[config.mk]
export PLATFORM = sky130hd
export DESIGN_NAME = core_bus_router
export DESIGN_NICKNAME = d
export VERILOG_FILES = /design/src/rtl/core_bus_router.sv
export SDC_FILE = /design/constraint.sdc
export NUM_CORES = 1
export LEC_CHECK = 0
export ABC_AREA = 1
export CAP_MARGIN = 15
export CORE_AREA = 8 8 256 258
export CTS_CLUSTER_SIZE = 8
export DETAILED_ROUTE_END_ITERATION = 8
export DIE_AREA = 0 0 264 266
export PLACE_DENSITY_LB_ADDON = 0.15
export SYNTH_ARGS = -nofsm -noshare
export SYNTH_HDL_FRONTEND = slang
export SYNTH_SLANG_ARGS = --single-unit
[constraint.sdc]
create_clock -name clk -period 5.95 [get_ports clk]
set_input_delay 0.595 -clock clk [delete_from_list [all_inputs] [get_ports clk]]
set_output_delay 0.595 -clock clk [all_outputs]
set_load 0.1 [all_outputs]
[src/rtl/core_bus_router.sv]
// Data-side router: decodes one CPU access onto one of N_PORTS windows, stalls the
// CPU until that port completes, and reports decode-miss, timeout and ren&wen faults.
module core_bus_router #(
    parameter int                        N_PORTS        = 2,
    parameter int                        ADDR_W         = 64,
    parameter int                        DATA_W         = 64,
    parameter logic [N_PORTS*ADDR_W-1:0] REGION_BASE    = {64'h1000_0000, 64'h8000_0000},
    parameter logic [N_PORTS*ADDR_W-1:0] REGION_MASK    = {64'hFFFF_FFFF_F000_0000,
                                                           64'hFFFF_FFFF_8000_0000},
    parameter int                        TIMEOUT_CYCLES = 1024,
    parameter int                        CNT_W          = 32
) (
    input  logic                        clk,
    input  logic                        rstn,
    input  logic [ADDR_W-1:0]           address_cpu,
    input  logic                        ren_cpu,
    input  logic                        wen_cpu,
    input  logic [DATA_W-1:0]           wdata_cpu,
    input  logic [DATA_W/8-1:0]         wmask_cpu,
    output logic [DATA_W-1:0]           rdata_cpu,
    output logic                        mem_stall,
    output logic                        access_fault,
    output logic [1:0]                  fault_cause,
    output logic [ADDR_W-1:0]           fault_addr,
    output logic [N_PORTS*ADDR_W-1:0]   address_port,
    output logic [N_PORTS-1:0]          ren_port,
    output logic [N_PORTS-1:0]          wen_port,
    output logic [DATA_W/8-1:0]         wmask_port,
    output logic [DATA_W-1:0]           wdata_port,
    input  logic [N_PORTS*DATA_W-1:0]   rdata_port,
    input  logic [N_PORTS-1:0]          valid_port,
    output logic [N_PORTS*CNT_W-1:0]    txn_count
);

    localparam int MASK_W = DATA_W / 8;
    localparam int SEL_W  = (N_PORTS > 1) ? $clog2(N_PORTS) : 1;
    localparam int WD_W   = (TIMEOUT_CYCLES > 1) ? $clog2(TIMEOUT_CYCLES + 1) : 1;
    // The watchdog holds the number of BUSY cycles already spent, so the cycle in
    // which it equals TIMEOUT_CYCLES-1 is the last one allowed.
    localparam logic [WD_W-1:0] WD_LAST = (TIMEOUT_CYCLES > 0) ? WD_W'(TIMEOUT_CYCLES - 1) : '0;

    localparam logic [1:0] CAUSE_NONE    = 2'd0;
    localparam logic [1:0] CAUSE_MISS    = 2'd1;
    localparam logic [1:0] CAUSE_TIMEOUT = 2'd2;
    localparam logic [1:0] CAUSE_BOTH    = 2'd3;

    typedef enum logic [1:0] {
        IDLE = 2'd0,
        BUSY = 2'd1,
        DONE = 2'd2
    } state_e;

    state_e              state_q, state_d;
    logic [SEL_W-1:0]    sel_q, sel_d;
    logic [ADDR_W-1:0]   addr_q, addr_d;
    logic [DATA_W-1:0]   wdata_q, wdata_d;
    logic [MASK_W-1:0]   wmask_q, wmask_d;
    logic                write_q, write_d;
    logic                fault_q, fault_d;
    logic [1:0]          cause_q, cause_d;
    logic [ADDR_W-1:0]   fault_addr_q, fault_addr_d;
    logic [DATA_W-1:0]   rdata_q, rdata_d;
    logic [WD_W-1:0]     wd_q, wd_d;
    logic [CNT_W-1:0]    txn_q [N_PORTS];
    logic [CNT_W-1:0]    txn_d [N_PORTS];

    logic                req;
    logic                hit;
    logic [SEL_W-1:0]    hit_idx;
    logic                wd_expired;

    assign req = ren_cpu | wen_cpu;

    // Scan from the top down so the lowest matching index is the one left standing.
    always_comb begin
        hit     = 1'b0;
        hit_idx = '0;
        for (int i = N_PORTS - 1; i >= 0; i--) begin
            if ((address_cpu & REGION_MASK[i*ADDR_W +: ADDR_W]) == REGION_BASE[i*ADDR_W +: ADDR_W]) begin
                hit     = 1'b1;
                hit_idx = SEL_W'(i);
            end
        end
    end

    assign wd_expired = (TIMEOUT_CYCLES != 0) && (wd_q == WD_LAST);

    always_comb begin
        state_d      = state_q;
        sel_d        = sel_q;
        addr_d       = addr_q;
        wdata_d      = wdata_q;
        wmask_d      = wmask_q;
        write_d      = write_q;
        fault_d      = fault_q;
        cause_d      = cause_q;
        fault_addr_d = fault_addr_q;
        rdata_d      = rdata_q;
        wd_d         = wd_q;
        txn_d        = txn_q;

        case (state_q)
            IDLE: begin
                if (req) begin
                    addr_d  = address_cpu;
                    wdata_d = wdata_cpu;
                    wmask_d = wmask_cpu;
                    write_d = wen_cpu;
                    wd_d    = '0;
                    fault_d = 1'b0;
                    cause_d = CAUSE_NONE;
                    if (ren_cpu && wen_cpu) begin
                        state_d      = DONE;
                        fault_d      = 1'b1;
                        cause_d      = CAUSE_BOTH;
                        fault_addr_d = address_cpu;
                        rdata_d      = '0;
                    end else if (!hit) begin
                        state_d      = DONE;
                        fault_d      = 1'b1;
                        cause_d      = CAUSE_MISS;
                        fault_addr_d = address_cpu;
                        rdata_d      = '0;
                    end else begin
                        state_d = BUSY;
                        sel_d   = hit_idx;
                    end
                end
            end
            BUSY: begin
                // A completion in the expiry cycle takes priority over the abort.
                if (valid_port[sel_q]) begin
                    state_d = DONE;
                    fault_d = 1'b0;
                    cause_d = CAUSE_NONE;
                    if (!write_q) begin
                        rdata_d = rdata_port[int'(sel_q)*DATA_W +: DATA_W];
                    end
                    txn_d[sel_q] = txn_q[sel_q] + CNT_W'(1);
                end else if (wd_expired) begin
                    state_d      = DONE;
                    fault_d      = 1'b1;
                    cause_d      = CAUSE_TIMEOUT;
                    fault_addr_d = addr_q;
                    rdata_d      = '0;
                end else begin
                    wd_d = wd_q + WD_W'(1);
                end
            end
            DONE: begin
                state_d = IDLE;
                fault_d = 1'b0;
                cause_d = CAUSE_NONE;
            end
            default: begin
                state_d = IDLE;
            end
        endcase
    end

    always_ff @(posedge clk or negedge rstn) begin
        if (!rstn) begin
            state_q      <= IDLE;
            sel_q        <= '0;
            addr_q       <= '0;
            wdata_q      <= '0;
            wmask_q      <= '0;
            write_q      <= 1'b0;
            fault_q      <= 1'b0;
            cause_q      <= CAUSE_NONE;
            fault_addr_q <= '0;
            rdata_q      <= '0;
            wd_q         <= '0;
            for (int i = 0; i < N_PORTS; i++) begin
                txn_q[i] <= '0;
            end
        end else begin
            state_q      <= state_d;
            sel_q        <= sel_d;
            addr_q       <= addr_d;
            wdata_q      <= wdata_d;
            wmask_q      <= wmask_d;
            write_q      <= write_d;
            fault_q      <= fault_d;
            cause_q      <= cause_d;
            fault_addr_q <= fault_addr_d;
            rdata_q      <= rdata_d;
            wd_q         <= wd_d;
            txn_q        <= txn_d;
        end
    end

    // Port strobes come straight from registered state so reset removes them at once.
    always_comb begin
        ren_port     = '0;
        wen_port     = '0;
        address_port = '0;
        if (state_q == BUSY) begin
            ren_port[sel_q] = ~write_q;
            wen_port[sel_q] = write_q;
            address_port[int'(sel_q)*ADDR_W +: ADDR_W] = addr_q;
        end
    end

    assign wdata_port   = wdata_q;
    assign wmask_port   = wmask_q;
    assign rdata_cpu    = rdata_q;
    assign fault_addr   = fault_addr_q;
    assign mem_stall    = req & (state_q != DONE);
    assign access_fault = (state_q == DONE) & fault_q;
    assign fault_cause  = access_fault ? cause_q : CAUSE_NONE;

    for (genvar g = 0; g < N_PORTS; g++) begin : g_txn
        assign txn_count[g*CNT_W +: CNT_W] = txn_q[g];
    end

endmodule

==> results.py <==
metrics = {
    "synthesis": {
        "synthAdderAreaFrac": 0.00588,
        "synth_edf_count": 0,
        "synthArstFlopShare": 1.00,
        "synth.cell_area_um2": 17000,
        "synth_top_family_by_area": "simple AND/OR/NAND/NOR gates",
        "synth.avg_cell_area_um2": 7.56,
        "synth-simple-area-share": 0.327,
        "synth.distinct_cells": 33,
        "synth_compound_area_frac": 0.0827,
        "yosys_register_bits": 346,
        "yosys-mux-area-fraction": 0.00177,
        "synth_largest_type_area_fraction": 0.509,
        "yosysSeqAreaShare": 0.509,
        "synthCells": 2250,
        "synth_area_leaders": "dfrtp_1 (51%), nand2_1 (22%), nor2_1 (4.5%), nand3_1 (4.5%), o21ai_0 (3.9%)",
        "synth_xor_area_frac": 0.0108,
        "syn-num-nets": 2528,
        "ys_warn_count": 0,
        "synth_top_flop_cell": "dfrtp_1",
        "synth.largest_area_cell": "dfrtp_1",
    },
    "worst_setup_path": {
        "r2r_end": "rdata_cpu[55]",
        "cp_cell_sequence": "inv_1 > ha_2 > buf_4 > nand2_2 > buf_12 > nor2_1 > clkdlybuf4s50_1",
        "slowest_delay_ps": 1160,
        "reg2reg_from": "state_q[1]",
        "reg2reg_depth": 14,
        "crit_family": "buffers and inverters",
        "reg2reg_slack_ps": 2150,
        "critPathKind": "flip-flop to output port",
        "critPathSlowestCell": "clkdlybuf4s50_1",
        "end_kind": "output port",
        "cp.arrival_ps": 3610,
        "cp_max_fo": 54,
        "cp_num_buf_inv": 4,
        "cp-start-kind": "flip-flop",
        "worstPathRequired_ps": 5360,
    },
    "placement": {
        "place_ws_ps": 1870,
        "gp_congestion": 0.844,
        "portBuffers": 669,
        "dp_hpwl_mm": 54.9,
    },
    "cells_and_area": {
        "utilization": 0.419,
        "final_cell_mix": "nand2_1 (984), clkdlybuf4s50_1 (665), dfrtp_1 (345)",
        "drive_gt1_frac": 0.0426,
        "layout_commonest_cell": "nand2_1",
        "nNetsFinal": 3135,
        "area_growth_pct": 51.0,
    },
    "die": {
        "ios": 670,
        "fp.coreArea_um2": 61300,
        "die_x_um": 264,
        "die_y_um": 266,
        "dieArea_um2": 70200,
        "std_cell_rows": 91,
        "start_util": 0.278,
    },
    "status": {
        "outcome": "completed",
    },
    "clocking": {
        "clock_sinks": 346,
        "cts_resized": 0,
        "numCtsBuffers": 50,
        "post_cts_buffers": 0,
        "clock_latency_ps": 570,
        "ctsHtreeMaxLevel": 2,
        "clock_tree.root_cell": "clkbuf_16",
        "cts_hold_buf": 0,
        "clk_pin_slew_worst_paths_ps": 50,
        "tritoncts": "done",
        "cts_buffer_depth": 3,
    },
    "global_routing": {
        "antenna_found_initial": 8,
        "grt_max_degree": 204,
        "grt_remaining_overflow": 0,
        "grt_pass1_vias": 16900,
        "grt_usage": 0.200,
        "grt_pass1_wl_mm": 110,
    },
    "timing": {
        "holdWs_ps": 19.8,
        "setup_slack_ps": 1750,
        "tightest_slew_ps": 1190,
        "skew_ps": 26.8,
        "min_period_over_period": 0.706,
        "min_period_ps": 4200,
        "setup_viol": 0,
        "max_freq_ghz": 0.238,
        "slew_viol_final": 0,
        "hold_viol": 0,
        "slew-limit-headroom": 0.203,
        "rsz0062_at_grt": "false",
        "setup_tns_ps": 0,
    },
    "routing": {
        "routed-wl-met3_mm": 4.54,
        "wl_per_cell_um": 20.2,
        "drc": 0,
        "wl_met1_mm": 29.4,
        "drt-total-wl_mm": 74.0,
        "via_per_inst": 4.66,
        "top_layer": "met5",
        "wl_met2_mm": 38.4,
        "drt-initial-drc-count": 1163,
        "ant_nets": 0,
        "first_pass_iters": 5,
        "vias": 17000,
    },
    "job": {
        "max_cap_violations": 0,
    },
    "power_and_ir_drop": {
        "power_density_nw_per_um2": 487,
        "leakagePower_nw": 12.1,
        "peakVddDrop_mv": 0.482,
    },
    "min_path": {
        "hp-class": "input pin to async pin",
    },
}
[worst max path at each step]
stage                                    to  depth (start not counted)       start
after floorplan           address_port[100]                          8  state_q[1]
after global placement      address_port[2]                          4       sel_q
after detailed placement    address_port[0]                          4       sel_q
after CTS                   address_port[0]                          4       sel_q
after global routing        address_port[5]                          7  state_q[1]
final                       address_port[9]                          7  state_q[1]
[through the flow]
step           cells  power [W]  cell area (um^2)
6_report        3658     0.0125             25700
5_1_grt         3658     0.0131             25700
4_1_cts         3653     0.0127             25600
3_5_place_dp    3593    0.00998             24300
3_3_place_gp    3593    0.00994             24300
2_1_floorplan   2250    0.00804             17000
[sequential cells by signal, indices dropped and copies added (netlist names), 2 cells and up]
signal and cells:
wdata_port 64, wd_q 11, addr_q 64, rdata_cpu 64, cause_q 2, wmask_port 8, state_q 2, txn_count 64
fault_addr 64
[worst reg2reg max path: stages, from the launching register on]
cell and delay [ps]:
dfrtp_1 400, inv_1 80, ha_2 170, buf_4 270
nand3_1 140, buf_4 450, nand2_1 160, inv_2 120
nor2_1 70, nor2_4 120, buf_4 570, nand2_2 510
buf_4 440, nand2_1 130, nand2_1 50
[final cells by class]
cell class,instances,area [um^2]
clock buffers,55,1300
fillers,6153,35600
well taps,790,988
multi-input cells,1655,7320
inverters,116,435
flip-flops and latches,346,8660
repair buffers,688,6900
diodes,3,7.51
clock inverters,5,72.6
[Yosys cell counts (5+ instances only)]
cell type  count
nand2_1      986
dfrtp_1      346
nor2_1       205
nand3_1      152
o21ai_0      133
inv_1        109
clkbuf_1      69
a22o_1        63
buf_2         39
o21ai_1       28
xor2_1        19
nor2_2        15
nand3b_1      14
buf_1         12
buf_6          9
nand2_2        9
ha_1           8
inv_2          7
a21oi_1        5
[report_power, final]
part / total [W] / switching, W / internal (W)
registers: 0.00338 / 0.000336 / 0.00304
logic: 0.00653 / 0.00520 / 0.00132
clock network: 0.00260 / 0.00104 / 0.00156
[kinds of logic after synthesis]
group,Yosys count
buf+inv,249
flops,346
fa+ha+maj,8
xor+xnor,21
compound gates,232
mux,3
simple gates,1391
[metal layers]
| layer | track usage | vias to the layer above |
|---|---|---|
| met2 | 0.365 | 490 |
| li1 | - | 8262 |
| met3 | 0.0471 | 87 |
| met1 | 0.236 | 8200 |
| met4 | 0.0492 | 8 |
| met5 | 0 | - |
Note: power is estimated with default switching activity, not from simulation.
